`config.mk`:
```
export PLATFORM = sky130hd
export DESIGN_NAME = sequential_divider
export DESIGN_NICKNAME = d
export VERILOG_FILES = /design/src/rtl/sequential_divider.sv
export SDC_FILE = /design/constraint.sdc
export NUM_CORES = 1
export LEC_CHECK = 0
export CORE_MARGIN = 10
export CORE_UTILIZATION = 50
export DETAILED_ROUTE_END_ITERATION = 12
export PLACE_DENSITY = 0.86
export SLEW_MARGIN = 30
export SYNTH_ARGS = -nofsm -noshare
export SYNTH_HDL_FRONTEND = slang
export SYNTH_SLANG_ARGS = --single-unit
export TNS_END_PERCENT = 30
```
`constraint.sdc`:
```
create_clock -name clk -period 1.98 [get_ports clk]
set_input_delay 0.198 -clock clk [delete_from_list [all_inputs] [get_ports clk]]
set_output_delay 0.198 -clock clk [all_outputs]
set_load 0.02 [all_outputs]
```
`src/rtl/sequential_divider.sv`:
```
// Multi-cycle restoring unsigned divider: 2N-bit dividend / N-bit divisor, one quotient bit per clock.
// Optional early-out for dividend < divisor is enabled by defining SEQDIV_EARLY_OUT_EN.
module sequential_divider #(
  parameter int NUM_BITS = 4
) (
  input  logic                  clk,
  input  logic                  rst,
  input  logic                  start,
  input  logic [2*NUM_BITS-1:0] dividend,
  input  logic [NUM_BITS-1:0]   divisor,
  output logic [2*NUM_BITS-1:0] quotient,
  output logic [NUM_BITS-1:0]   remainder,
  output logic                  busy,
  output logic                  done,
  output logic                  div_by_zero
);

  localparam int unsigned QW = 2 * NUM_BITS;
  localparam int unsigned CW = $clog2(QW + 1);
  localparam logic [CW-1:0] COUNT_INIT = CW'(QW);
  localparam logic [CW-1:0] COUNT_LAST = CW'(1);

  typedef enum logic [1:0] {
    IDLE,
    RUN,
    DONE
  } state_e;

  state_e              state_q, state_d;
  logic [NUM_BITS-1:0] divisor_q, divisor_d;
  logic [QW-1:0]       w_q, w_d;
  logic [NUM_BITS-1:0] r_q, r_d;
  logic [CW-1:0]       count_q, count_d;
  logic [QW-1:0]       quotient_q, quotient_d;
  logic [NUM_BITS-1:0] remainder_q, remainder_d;
  logic                div_by_zero_q, div_by_zero_d;

  logic [NUM_BITS:0]   trial;
  logic [NUM_BITS-1:0] trial_diff;
  logic [NUM_BITS-1:0] r_next;
  logic                q_bit;
  logic                early_out;

`ifdef SEQDIV_EARLY_OUT_EN
  assign early_out = (dividend < {{NUM_BITS{1'b0}}, divisor});
`else
  assign early_out = 1'b0;
`endif

  // The partial remainder is stored N bits wide: after every restoring step R < divisor,
  // so bit N of R is always zero and only the trial value needs the extra bit.
  // The N-bit subtraction is exact whenever the trial is accepted (result < divisor).
  always_comb begin
    trial      = {r_q, w_q[QW-1]};
    q_bit      = (trial >= {1'b0, divisor_q});
    trial_diff = trial[NUM_BITS-1:0] - divisor_q;
    r_next     = q_bit ? trial_diff : trial[NUM_BITS-1:0];
  end

  always_comb begin
    state_d       = state_q;
    divisor_d     = divisor_q;
    w_d           = w_q;
    r_d           = r_q;
    count_d       = count_q;
    quotient_d    = quotient_q;
    remainder_d   = remainder_q;
    div_by_zero_d = div_by_zero_q;

    unique case (state_q)
      IDLE: begin
        if (start) begin
          if (divisor == '0) begin
            quotient_d    = '1;
            remainder_d   = '0;
            div_by_zero_d = 1'b1;
            state_d       = DONE;
          end else if (early_out) begin
            quotient_d    = '0;
            remainder_d   = dividend[NUM_BITS-1:0];
            div_by_zero_d = 1'b0;
            state_d       = DONE;
          end else begin
            divisor_d = divisor;
            w_d       = dividend;
            r_d       = '0;
            count_d   = COUNT_INIT;
            state_d   = RUN;
          end
        end
      end
      RUN: begin
        r_d     = r_next;
        w_d     = {w_q[QW-2:0], q_bit};
        count_d = count_q - COUNT_LAST;
        if (count_q == COUNT_LAST) begin
          quotient_d    = {w_q[QW-2:0], q_bit};
          remainder_d   = r_next;
          div_by_zero_d = 1'b0;
          state_d       = DONE;
        end
      end
      DONE: begin
        state_d = IDLE;
      end
      default: begin
        state_d = IDLE;
      end
    endcase
  end

  always_ff @(posedge clk) begin
    if (rst) begin
      state_q       <= IDLE;
      divisor_q     <= '0;
      w_q           <= '0;
      r_q           <= '0;
      count_q       <= '0;
      quotient_q    <= '0;
      remainder_q   <= '0;
      div_by_zero_q <= 1'b0;
    end else begin
      state_q       <= state_d;
      divisor_q     <= divisor_d;
      w_q           <= w_d;
      r_q           <= r_d;
      count_q       <= count_d;
      quotient_q    <= quotient_d;
      remainder_q   <= remainder_d;
      div_by_zero_q <= div_by_zero_d;
    end
  end

  assign quotient    = quotient_q;
  assign remainder   = remainder_q;
  assign div_by_zero = div_by_zero_q;
  assign busy        = (state_q == RUN);
  assign done        = (state_q == DONE);

endmodule

```
# Word-level counts from Yosys, hierarchy flattened
# Cells that the tools add are included.
op_classes:
  n_addsub: 2
  magnitude_cmp: 1
  eq_ne: 7
  muxes: 26
  n_bitwise: 1
  reduce_logical: 7
op_table:
  columns: ["op", "count"]
  rows:
  - ["two-way mux 8 bit", 5]
  - ["two-way mux 4 bit", 8]
  - ["case mux 8 bit (2 select lines)", 2]
  - ["case mux 4 bit (2 select lines)", 3]
  - ["two-way mux 2 bit", 3]
  - ["inequality test 2 bit (second input constant)", 3]
  - ["AND reduction 3 bit", 2]
  - ["greater-or-equal comparator 5 x 4 -> 1 bit", 1]
  - ["equality test 4 x 1 -> 1 bit (second input constant)", 1]
  - ["logical NOT 4 bit", 1]
  - ["case mux 2 bit (2 select lines)", 1]
  - ["AND reduction 4 bit", 1]
  - ["subtractor 4 x 1 -> 4 bit (second input constant)", 1]
  - ["subtractor 4 bit", 1]
  - ["two-way mux 1 bit", 3]
  - ["equality test 2 x 1 -> 1 bit (second input constant)", 1]
  - ["equality test 2 bit (second input constant)", 1]
  - ["logical NOT 2 bit", 1]
  - ["inequality test 2 x 1 -> 1 bit (second input constant)", 1]
  - ["case mux 1 bit (2 select lines)", 1]
  - ["AND reduction 2 bit", 1]
  - ["nonzero test 2 bit", 1]
  - ["inverter 1 bit", 1]
word_totals:
  reg_bits: 35
  out_inout_bits: 15

# Depth between registers and ports, before layout
depth:
  depth_word: 4
  ltp_mapped: 6
  depth_no_buf: 6

# Least setup slack after synthesis
# Ideal clock, no wire load.
synth_timing:
  kind: "register to register"
  from: "register count_q[0]"
  to: "register quotient_q[0], in the netlist quotient[0]"
  t_arrival_ns: 1.652
  required_time_ns: 1.864
  path_slack_ns: 0.211
  stages_incl_launch_ff: 6
  path_buffers: 0
  cell_sequence: "dfxtp_1 ha_1 nor3b_1 nand2_2 or3_1 o211a_1"
synth_via:
  elab_chain_cells: 3
synth_lines:
  columns: ["element", "line", "text"]
  rows:
  - ["start: declaration", "33", "logic [CW-1:0] count_q, count_d;"]
  - ["start signal: assignment", "127", "count_q <= count_d;"]
  - ["equality test 4 x 1 -> 1 bit", "96", "if (count_q == COUNT_LAST) begin"]
  - ["inequality test 2 x 1 -> 1 bit (no line)", null, null]
  - ["AND reduction 4 bit (no line)", null, null]
  - ["end signal: assignment", "128", "quotient_q <= quotient_d;"]
  - ["end: declaration", "34", "logic [QW-1:0] quotient_q, quotient_d;"]
# No other way between the ends.
# A chain may end at the register's enable or synchronous reset.

# Final worst setup path
layout_timing:
  from: "register divisor_q[1]"
  to: "register remainder_q[0], in the netlist remainder[0]"
layout_via:
  elab_chain_cells: 4
layout_lines:
  columns: ["element", "line", "text"]
  rows:
  - ["start: declaration", "30", "logic [NUM_BITS-1:0] divisor_q, divisor_d;"]
  - ["start signal: assignment", "124", "divisor_q <= divisor_d;"]
  - ["greater-or-equal comparator 5 x 4 -> 1 bit", "55", "q_bit = (trial >= {1'b0, divisor_q});"]
  - ["two-way mux 4 bit", "57", "r_next = q_bit ? trial_diff : trial[NUM_BITS-1:0];"]
  - ["two-way mux 4 bit", "96", null]
  - ["case mux 4 bit (2 select lines)", "70", "unique case (state_q)"]
  - ["end signal: assignment", "129", "remainder_q <= remainder_d;"]
  - ["end: declaration", "35", "logic [NUM_BITS-1:0] remainder_q, remainder_d;"]
# No other way between the ends. The select of a mux whose other input is x is not followed.

==> out/results.tsv <==
metric	value	unit
RePlAce Congestion	0.808	
EDFF count, synth	0	
Worst-Skew Late Latency	0.36	ns
Inserted Diodes	0	
post-layout net count	255	
Num CTS Buffers	5	
Distinct cells, synth	50	
Initial DRC Count	151	
FFs w/ async S/R, synth	0	
CP max FO	10	
DIE WIDTH	78.9	um
post-route setup slack	0.124	ns
number of routed nets with antenna violations	0	
Slew Limit Fails	0	
final routed DRC violation total	0	
outcome	finished, final reports clean	
min cycle time layout	1.86	ns
synthesized flop and latch total	35	
Slew headroom	0.768	
Place WS	0.0142	ns
Worst Setup End Kind	flop	
Post-Syn Area per Cell	9.29	um^2
layout cells sized above 1	0.235	
Crit path required time	2.24	ns
antenna violations before repair	0	
Post-Syn Instances	187	
Core Area	3340	um^2
Root Driver	clkbuf_4	
clock skew	0.0146	ns
Initial Utilization	0.520	
clk slew on worst S/H paths	0.12	ns
Finished Core Util	0.682	
die area	6230	um^2
Port Buffers	29	
Setup CP Type	flop to flop	
vias in the first global route	1620	
RSZ-0062 raised after global routing	no	
CTS tree	built	
power per cell area	768	nW/um^2
DR vias	1612	
met1 usage	0.166	
Tightest Pin Transition	0.346	ns
met3 Use GR	0.0394	
DPL Wire Length	3380	um
final hold vios	0	
Final setup viols	0	
maximum vdd drop	468	uV
period utilization	0.937	
gr usage total	0.147	
hold_buf cts	0	
Warnings, synthesis	0	
Post CTS Setup Buffer Count	0	
final wirelength	4490	um
# H-tree levels	2	
post-synthesis instance area	1740	um^2
Setup TNS	0	ns
filler instances	273	
Die Y	78.9	um
maximum clock frequency	539	MHz
Worst Path Arrival	2.11	ns
CTS Buffer Depth	2	
DR WL/cell	16.0	um
post-DR vias/cell	5.76	
gr busiest metal	met2	
Overflow after GRT	0	
M2 GR Usage	0.248	
site row count	21	
first-pass GRT wire length	7450	um
Leak	0.000892	uW
Max-Cap Viols	0	
clock sinks	35	
Startpoint Class	flop	
largest net degree at the start of global routing	14	
Min-Delay Path Class	input pin to flop	
sequential area share after synthesis	0.403	
num ports	30	
syn_nets	209	
first-pass iteration count of the detailed router	4	
Top FF cell, synth	dfxtp_1	
Area Overhead vs Synth	31.1	%
[Yosys cell counts (all sizes together), types with 2 or more instances]
master	n	area [um^2]
o211ai	3	22.5
nand3b	2	15.0
a21oi	11	55.1
nand3	4	20.0
or4	3	26.3
a311oi	8	114
o221a	7	78.8
mux2i	3	30.0
a211oi	2	20.0
nor2	20	75.1
nand2b	3	18.8
inv	12	45.0
nor3b	2	20.0
o31ai	3	27.5
buf	4	31.3
clkbuf	4	15.0
dfxtp	35	701
or3	3	18.8
nor3	5	25.0
nand2	25	98.8
o21a	2	15.0
a31o	2	26.3
ha	6	75.1
[worst max-delay path, stage by stage (launching register included)]
cell     delay [ns]
dfxtp_1        0.37
inv_1          0.07
ha_1           0.31
nand4_1        0.09
nand2_1        0.23
or3_1          0.44
a32o_1         0.23
[logic make-up after synthesis]
group                    after synthesis  synth area share
AO/OA/AOI/OAI                         48             0.259
XOR/XNOR                               1           0.00504
adder cells (fa/ha/maj)                7            0.0548
buffers and inverters                 21            0.0547
flip-flops                            35             0.403
multiplexers                           4            0.0238
AND/OR/NAND/NOR                       71             0.199
[power by group]
part           leakage (uW)  switching [uW]  internal, uW  total [uW]
combinational      0.000577             294           250         544
sequential         0.000286            47.8           761         808
clock             0.0000282             259           137         396
[layer usage]
layer / vias up / part of all wire
met5: - / 0
met4: 0 / 0.027
met3: 9 / 0.051
met2: 39 / 0.50
met1: 792 / 0.42
li1: 772 / -
[cells in the final DEF, fill, tap and decap left out, types with 7 or more instances in the layout]
cell / instances
buf_4: 16
clkdlybuf4s50_1: 28
inv_1: 12
nor2_1: 20
dfxtp_1: 35
o221a_2: 7
a21oi_1: 11
a311oi_2: 7
nand2_1: 23
[path summary, 6_finish.rpt]
path	startpoint	end	slack, ns	depth (start not counted)
max	divisor_q[1]$_SDFFE_PP0P_	remainder[0]$_SDFFE_PP0P_	0.12	6
min	dividend[4]	w_q[4]$_SDFFE_PP0P_	0.44	3
max reg2reg	divisor_q[1]$_SDFFE_PP0P_	remainder[0]$_SDFFE_PP0P_	0.12	6
min reg2reg	remainder[1]$_SDFFE_PP0P_	remainder[1]$_SDFFE_PP0P_	0.47	2
[through the flow]
| stage | total power [uW] | cell area (um^2) | instances | hold slack (ns) |
|---|---|---|---|---|
| 2_1_floorplan | 1150 | 1740 | 187 | 0.338 |
| 3_5_place_dp | 1350 | 2200 | 272 | 0.462 |
| 5_1_grt | 1830 | 2280 | 280 | 0.452 |
| 3_3_place_gp | 1320 | 2200 | 272 | 0.440 |
| 6_report | 1750 | 2280 | 280 | 0.438 |
| 4_1_cts | 1740 | 2250 | 280 | 0.437 |
[sequential cells by signal, indices dropped and copies added, names as in the netlist]
signal and count:
count_q 4, state_q 2, w_q 8, div_by_zero 1, quotient 8, remainder 4
divisor_q 4, r_q 4
[cell type report]
cell class              instances  area [um^2]  share of cell area
clock inverters                 2         12.5             0.00549
inverters                      13         50.0              0.0220
clock buffers                   6         41.3              0.0181
repair buffers                 47          453               0.199
well taps                      46         57.6              0.0253
flip-flops and latches         35          701               0.308
multi-input cells             131          962               0.423
[repair_timing]
action                     CTS  global route
setup endpoints to repair    1             5
resized for setup            1             4
gates cloned                 0             0
No activity file was read; power rests on OpenSTA's default activity.
